==> src/rtl/inst_loader.sv <==
// rtl/inst_loader.sv - boot image byte stream to instruction memory writer (optional checksum: INST_LOADER_CSUM_EN)
module inst_loader #(
   parameter int DEPTH = 1001,
   parameter int CNT_W = 16
) (
   input  logic             clk,
   input  logic             rst,
   input  logic             start,
   input  logic [7:0]       rx_data,
   input  logic             rx_valid,
   output logic             rx_ready,
   output logic             mem_we,
   output logic [31:0]      mem_addr,
   output logic [31:0]      mem_wdata,
   output logic             hold_core,
   output logic             done,
   output logic             error,
   output logic [CNT_W-1:0] words_loaded
);

   localparam logic [2:0] IDLE   = 3'd0;
   localparam logic [2:0] LEN_LO = 3'd1;
   localparam logic [2:0] LEN_HI = 3'd2;
   localparam logic [2:0] DATA   = 3'd3;
   localparam logic [2:0] FIN    = 3'd4;   // final word being written, done follows
   localparam logic [2:0] CSUM   = 3'd5;
   localparam logic [2:0] DONE   = 3'd6;
   localparam logic [2:0] ERR    = 3'd7;

   logic [2:0]       state, state_nxt;
   logic [CNT_W-1:0] length, len_new, word_cnt, depth_c;
   logic [1:0]       byte_cnt;
   logic [23:0]      shift_reg;
   logic             accept, start_take, last_word;
`ifdef INST_LOADER_CSUM_EN
   logic [7:0]       csum;
`endif

   assign accept     = rx_valid && rx_ready;
   assign start_take = start && (state == IDLE || state == DONE || state == ERR);
   assign depth_c    = CNT_W'(DEPTH);
   assign len_new    = CNT_W'({rx_data, length[7:0]});
   assign last_word  = (word_cnt == length - CNT_W'(1));

   // Next-state decode; the session only advances on accepted bytes
   always_comb begin
      state_nxt = state;
      case (state)
         IDLE:   if (start) state_nxt = LEN_LO;
         LEN_LO: if (accept) state_nxt = LEN_HI;
         LEN_HI: if (accept) begin
`ifdef INST_LOADER_CSUM_EN
            if (len_new == '0)          state_nxt = CSUM;
`else
            if (len_new == '0)          state_nxt = DONE;
`endif
            else if (len_new > depth_c) state_nxt = ERR;
            else                        state_nxt = DATA;
         end
         DATA: if (accept && byte_cnt == 2'd3 && last_word) begin
`ifdef INST_LOADER_CSUM_EN
            state_nxt = CSUM;
`else
            state_nxt = FIN;
`endif
         end
         FIN:  state_nxt = DONE;
`ifdef INST_LOADER_CSUM_EN
         CSUM: if (accept) state_nxt = ((csum ^ rx_data) == 8'h00) ? DONE : ERR;
`endif
         DONE:    if (start) state_nxt = LEN_LO;
         ERR:     if (start) state_nxt = LEN_LO;
         default: state_nxt = IDLE;
      endcase
   end

   // State register and status outputs, registered from the next state
   always_ff @(posedge clk or posedge rst) begin
      if (rst) begin
         state     <= IDLE;
         rx_ready  <= 1'b0;
         hold_core <= 1'b0;
         done      <= 1'b0;
         error     <= 1'b0;
      end else begin
         state     <= state_nxt;
`ifdef INST_LOADER_CSUM_EN
         rx_ready  <= (state_nxt == LEN_LO) || (state_nxt == LEN_HI) ||
                      (state_nxt == DATA) || (state_nxt == CSUM);
         hold_core <= (state_nxt == LEN_LO) || (state_nxt == LEN_HI) ||
                      (state_nxt == DATA) || (state_nxt == CSUM) || (state_nxt == FIN);
`else
         rx_ready  <= (state_nxt == LEN_LO) || (state_nxt == LEN_HI) ||
                      (state_nxt == DATA);
         hold_core <= (state_nxt == LEN_LO) || (state_nxt == LEN_HI) ||
                      (state_nxt == DATA) || (state_nxt == FIN);
`endif
         done      <= (state_nxt == DONE);
         error     <= (state_nxt == ERR);
      end
   end

   // Header capture, little-endian word assembly and memory write strobe
   always_ff @(posedge clk or posedge rst) begin
      if (rst) begin
         length       <= '0;
         word_cnt     <= '0;
         byte_cnt     <= 2'd0;
         shift_reg    <= 24'd0;
         mem_we       <= 1'b0;
         mem_addr     <= 32'd0;
         mem_wdata    <= 32'd0;
         words_loaded <= '0;
`ifdef INST_LOADER_CSUM_EN
         csum         <= 8'h00;
`endif
      end else begin
         mem_we <= 1'b0;
         if (start_take) begin
            word_cnt     <= '0;
            byte_cnt     <= 2'd0;
            shift_reg    <= 24'd0;
            words_loaded <= '0;
`ifdef INST_LOADER_CSUM_EN
            csum         <= 8'h00;
`endif
         end
         if (accept && state == LEN_LO) length[7:0] <= rx_data;
         if (accept && state == LEN_HI) length <= len_new;
         if (accept && state == DATA) begin
`ifdef INST_LOADER_CSUM_EN
            csum <= csum ^ rx_data;
`endif
            if (byte_cnt == 2'd3) begin
               mem_we       <= 1'b1;
               mem_addr     <= {{(32-CNT_W){1'b0}}, word_cnt};
               mem_wdata    <= {rx_data, shift_reg};
               words_loaded <= words_loaded + CNT_W'(1);
               word_cnt     <= word_cnt + CNT_W'(1);
               byte_cnt     <= 2'd0;
            end else begin
               shift_reg <= {rx_data, shift_reg[23:8]};
               byte_cnt  <= byte_cnt + 2'd1;
            end
         end
      end
   end

endmodule

==> config.mk <==
export PLATFORM = sky130hd
export DESIGN_NAME = inst_loader
export DESIGN_NICKNAME = d
export VERILOG_FILES = /design/src/rtl/inst_loader.sv
export SDC_FILE = /design/constraint.sdc
export NUM_CORES = 1
export LEC_CHECK = 0
export CAP_MARGIN = 25
export CORE_UTILIZATION = 54
export DETAILED_ROUTE_END_ITERATION = 12
export HOLD_SLACK_MARGIN = 0.02
export PLACE_DENSITY = 0.8
export SYNTH_ARGS = -nofsm -noshare
export SYNTH_HDL_FRONTEND = slang
export SYNTH_SLANG_ARGS = --single-unit
==> constraint.sdc <==
create_clock -name clk -period 5.6 [get_ports clk]
set_input_delay 1.4 -clock clk [delete_from_list [all_inputs] [get_ports clk]]
set_output_delay 1.4 -clock clk [all_outputs]
set_load 0.02 [all_outputs]
==> flow_summary_export.csv <==
group,metric,value,unit
routing,drtIter0Drc,455,
clocking,cts_buffers,17,
synthesis,synthXorXnorAreaFrac,0.0356,
synthesis,synthSimpleGateAreaFrac,0.235,
worst_setup_path,worst_setup_path_start_kind,"input pin",
placement,hpwl,9230,µm
synthesis,synth_edf_count,0,
die,start_util,0.560,
placement,port_buffers,80,
global_routing,top_usage_layer,"met2",
final_layout,area.growth.synth_to_final,22.7,%
global_routing,track_usage,0.258,
worst_setup_path,crit_family,"simple AND/OR/NAND/NOR gates",
global_routing,antenna_found_initial,0,
worst_setup_path,critPathKind,"in -> reg",
sta,final.min_clock_period,3.27,ns
sta,rsz0062_at_grt,"no",
power_and_ir_drop,leakagePower,3.62,nW
sta,tns,0,ns
worst_setup_path,path_cells,"clkdlybuf4s50_1, nand2_1, nor4b_4, o31ai_1, and3_1, and3_1, a211oi_1",
worst_setup_path,cp.required,5.92,ns
synthesis,syn_avg_cell_area,10.0,µm²
status,status,"completed",
worst_setup_path,slowest_delay,0.63,ns
sta,final.period_utilization,0.584,
synthesis,synth-compound-area-share,0.0938,
synthesis,synth_top_family_by_area,"simple AND/OR/NAND/NOR gates",
worst_setup_path,endpoint_kind,"flop",
global_routing,met3_usage,0.0556,
final_layout,layout_commonest_cell,"nand2_1",
sta,fmax,0.306,GHz
power_and_ir_drop,ir_drop,0.254,mV
die,die-width,109,µm
worst_setup_path,cpMostUsedCell,"and3_1",
placement,place_congestion,0.868,
synthesis,synth_top_area_cell,"dfrtp_1",
synthesis,synth.area.top_cells,"dfrtp_1 (53%), nand2_1 (11%), a22o_1 (3.6%)",
synthesis,ys_seq_area_frac,0.529,
sta,hold_violations,0,
synthesis,yosysWarningCount,0,
clocking,post_cts_buffers,0,
synthesis,async_flop_share,1.00,
sta,slew-limit-headroom,0.383,
routing,num_vias,4758,
clocking,clock_latency,0.42,ns
final_layout,fin_util,0.687,
hold_path,hold_class,"reg -> reg",
routing,avgRoutedWirePerCell,16.4,µm
synthesis,synth_top_area_frac,0.529,
clocking,cts_sinks,130,
die,dieArea,11800,µm²
clocking,clockBufferDepth,2,
worst_setup_path,r2r_slack,2.87,ns
power_and_ir_drop,total_power,0.00308,W
synthesis,synth_fa_ha_area_frac,0.0102,
sta,worst_pin_slew,0.925,ns
die,ios,97,
global_routing,grt_first_pass_wirelength,23200,µm
clocking,root_buffer,"clkbuf_16",
routing,wl,13900,µm
worst_setup_path,worst-path-buf-inv,1,
global_routing,grt_max_degree,72,
global_routing,grt_pass1_vias,4732,
worst_setup_path,slowest_stage,"clkdlybuf4s50_1",
routing,drc_errors,0,
flow_run,maxCapViolCount,0,
routing,firstDrtPassIters,4,
global_routing,use_met1,0.351,
synthesis,synth.mux.area_fraction,0.0501,
worst_setup_path,arrival,3.59,ns
sta,finClkSkew,0.0145,ns
synthesis,synthDistinctLibCells,62,
worst_setup_path,cp_max_fo,10,
global_routing,globalRoute.totalOverflow,0,
synthesis,ys_ff_latch,130,
final_layout,layout.nets,708,
die,rows,38,
clocking,ctsResizeCount,0,
final_layout,largest_reg_flops,32,
die,core_area,11000,µm²
sta,slew_violations,0,
synthesis,synth_area,6150,µm²
global_routing,grt_use_met2,0.401,
synthesis,ys.flop_type,"dfrtp_1",
sta,finalSetupViolCount,0,
clocking,h-tree-depth,4,
routing,viasPerCell,5.64,
clocking,clkTransAtPathRegs,0.06,ns
routing,drtAntennaViolNets,0,
clocking,cts_tree,"yes",
final_layout,final_cell_mix,"nand2_1 (180), dfrtp_1 (130), clkdlybuf4s50_1 (80)",
final_layout,drive_above_1_share,0.0994,
final_layout,antenna_cells,0,
clocking,hold_buffers,0,
synthesis,postSynthCellCount,614,
die,fp.dieH,109,µm
power_and_ir_drop,cellPowerDensity,408,nW/µm²
metrics by stage:
stage | setup slack, ns | area [µm²] | hold WS, ns | std cells
after floorplan | 0.731 | 6200 | 0.440 | 629
after global placement | 2.01 | 6980 | 0.459 | 812
after detailed placement | 1.94 | 6980 | 0.462 | 812
after CTS | 2.35 | 7540 | 0.477 | 844
after global routing | 2.12 | 7540 | 0.487 | 844
final | 2.33 | 7540 | 0.469 | 844
where the power goes:
group | internal [W] | total (W) | switching, W | leakage [nW]
sequential | 0.00107 | 0.00130 | 0.000227 | 1.77
clock | 0.000604 | 0.00105 | 0.000446 | 0.278
combinational | 0.000333 | 0.000730 | 0.000398 | 1.57
total | 0.00201 | 0.00308 | 0.00107 | 3.62
cells by family (layout without fill, tap and decap cells):
family	Yosys count	in the layout
buf+inv	51	126
fa+ha+maj	5	5
mux	29	29
compound gates	77	77
simple gates	296	296
xor+xnor	25	25
flops	130	130
other cells	1	16
worst paths after layout:
check,start,end,cells past startpoint
max reg2reg,state[1]$_DFF_PP0_,shift_reg[17]$_DFF_PP0_,6
min in group asynchronous,rst,mem_addr[15]$_DFFE_PP0P_,2
min,mem_addr[4]$_DFFE_PP0P_,mem_addr[4]$_DFFE_PP0P_,2
max,rx_valid,error$_DFF_PP0_,7
max in group asynchronous,rst,mem_addr[0]$_DFFE_PP0P_,3
min reg2reg,mem_addr[4]$_DFFE_PP0P_,mem_addr[4]$_DFFE_PP0P_,2
cell type report:
type,instances,area [µm²]
Multi-Input combinational cell,448,2670
Sequential cell,130,3250
Tap cell,140,175
Fill cell,844,3440
Timing Repair Buffer,86,846
Inverter,8,32.5
Clock inverter,13,111
Clock buffer,19,453
worst min-delay path: stages (launching register included):
cell and delay, ns:
dfrtp_1 0.33, nand2_1 0.05, nand2_1 0.05
metal layers:
metal	vias to the layer above	wire length [µm]
met2	137	6780
met1	2365	6190
met3	24	624
met5	-	0
li1	2232	-
met4	0	277
synth_stat cells, drive strengths merged (3+ instances only):
cell,n
nand2,181
dfrtp,130
nand3,33
buf,30
a22o,25
nor2,24
o21ai,21
xnor2,16
mux2i,15
mux2,14
clkbuf,13
and3,10
xor2,9
inv,8
nor3,8
nor4,8
nand4,7
a21oi,6
ha,5
or3,5
o211ai,4
a31oi,3
nor2b,3
o31ai,3
Note: power is estimated with default switching activity, not from simulation.
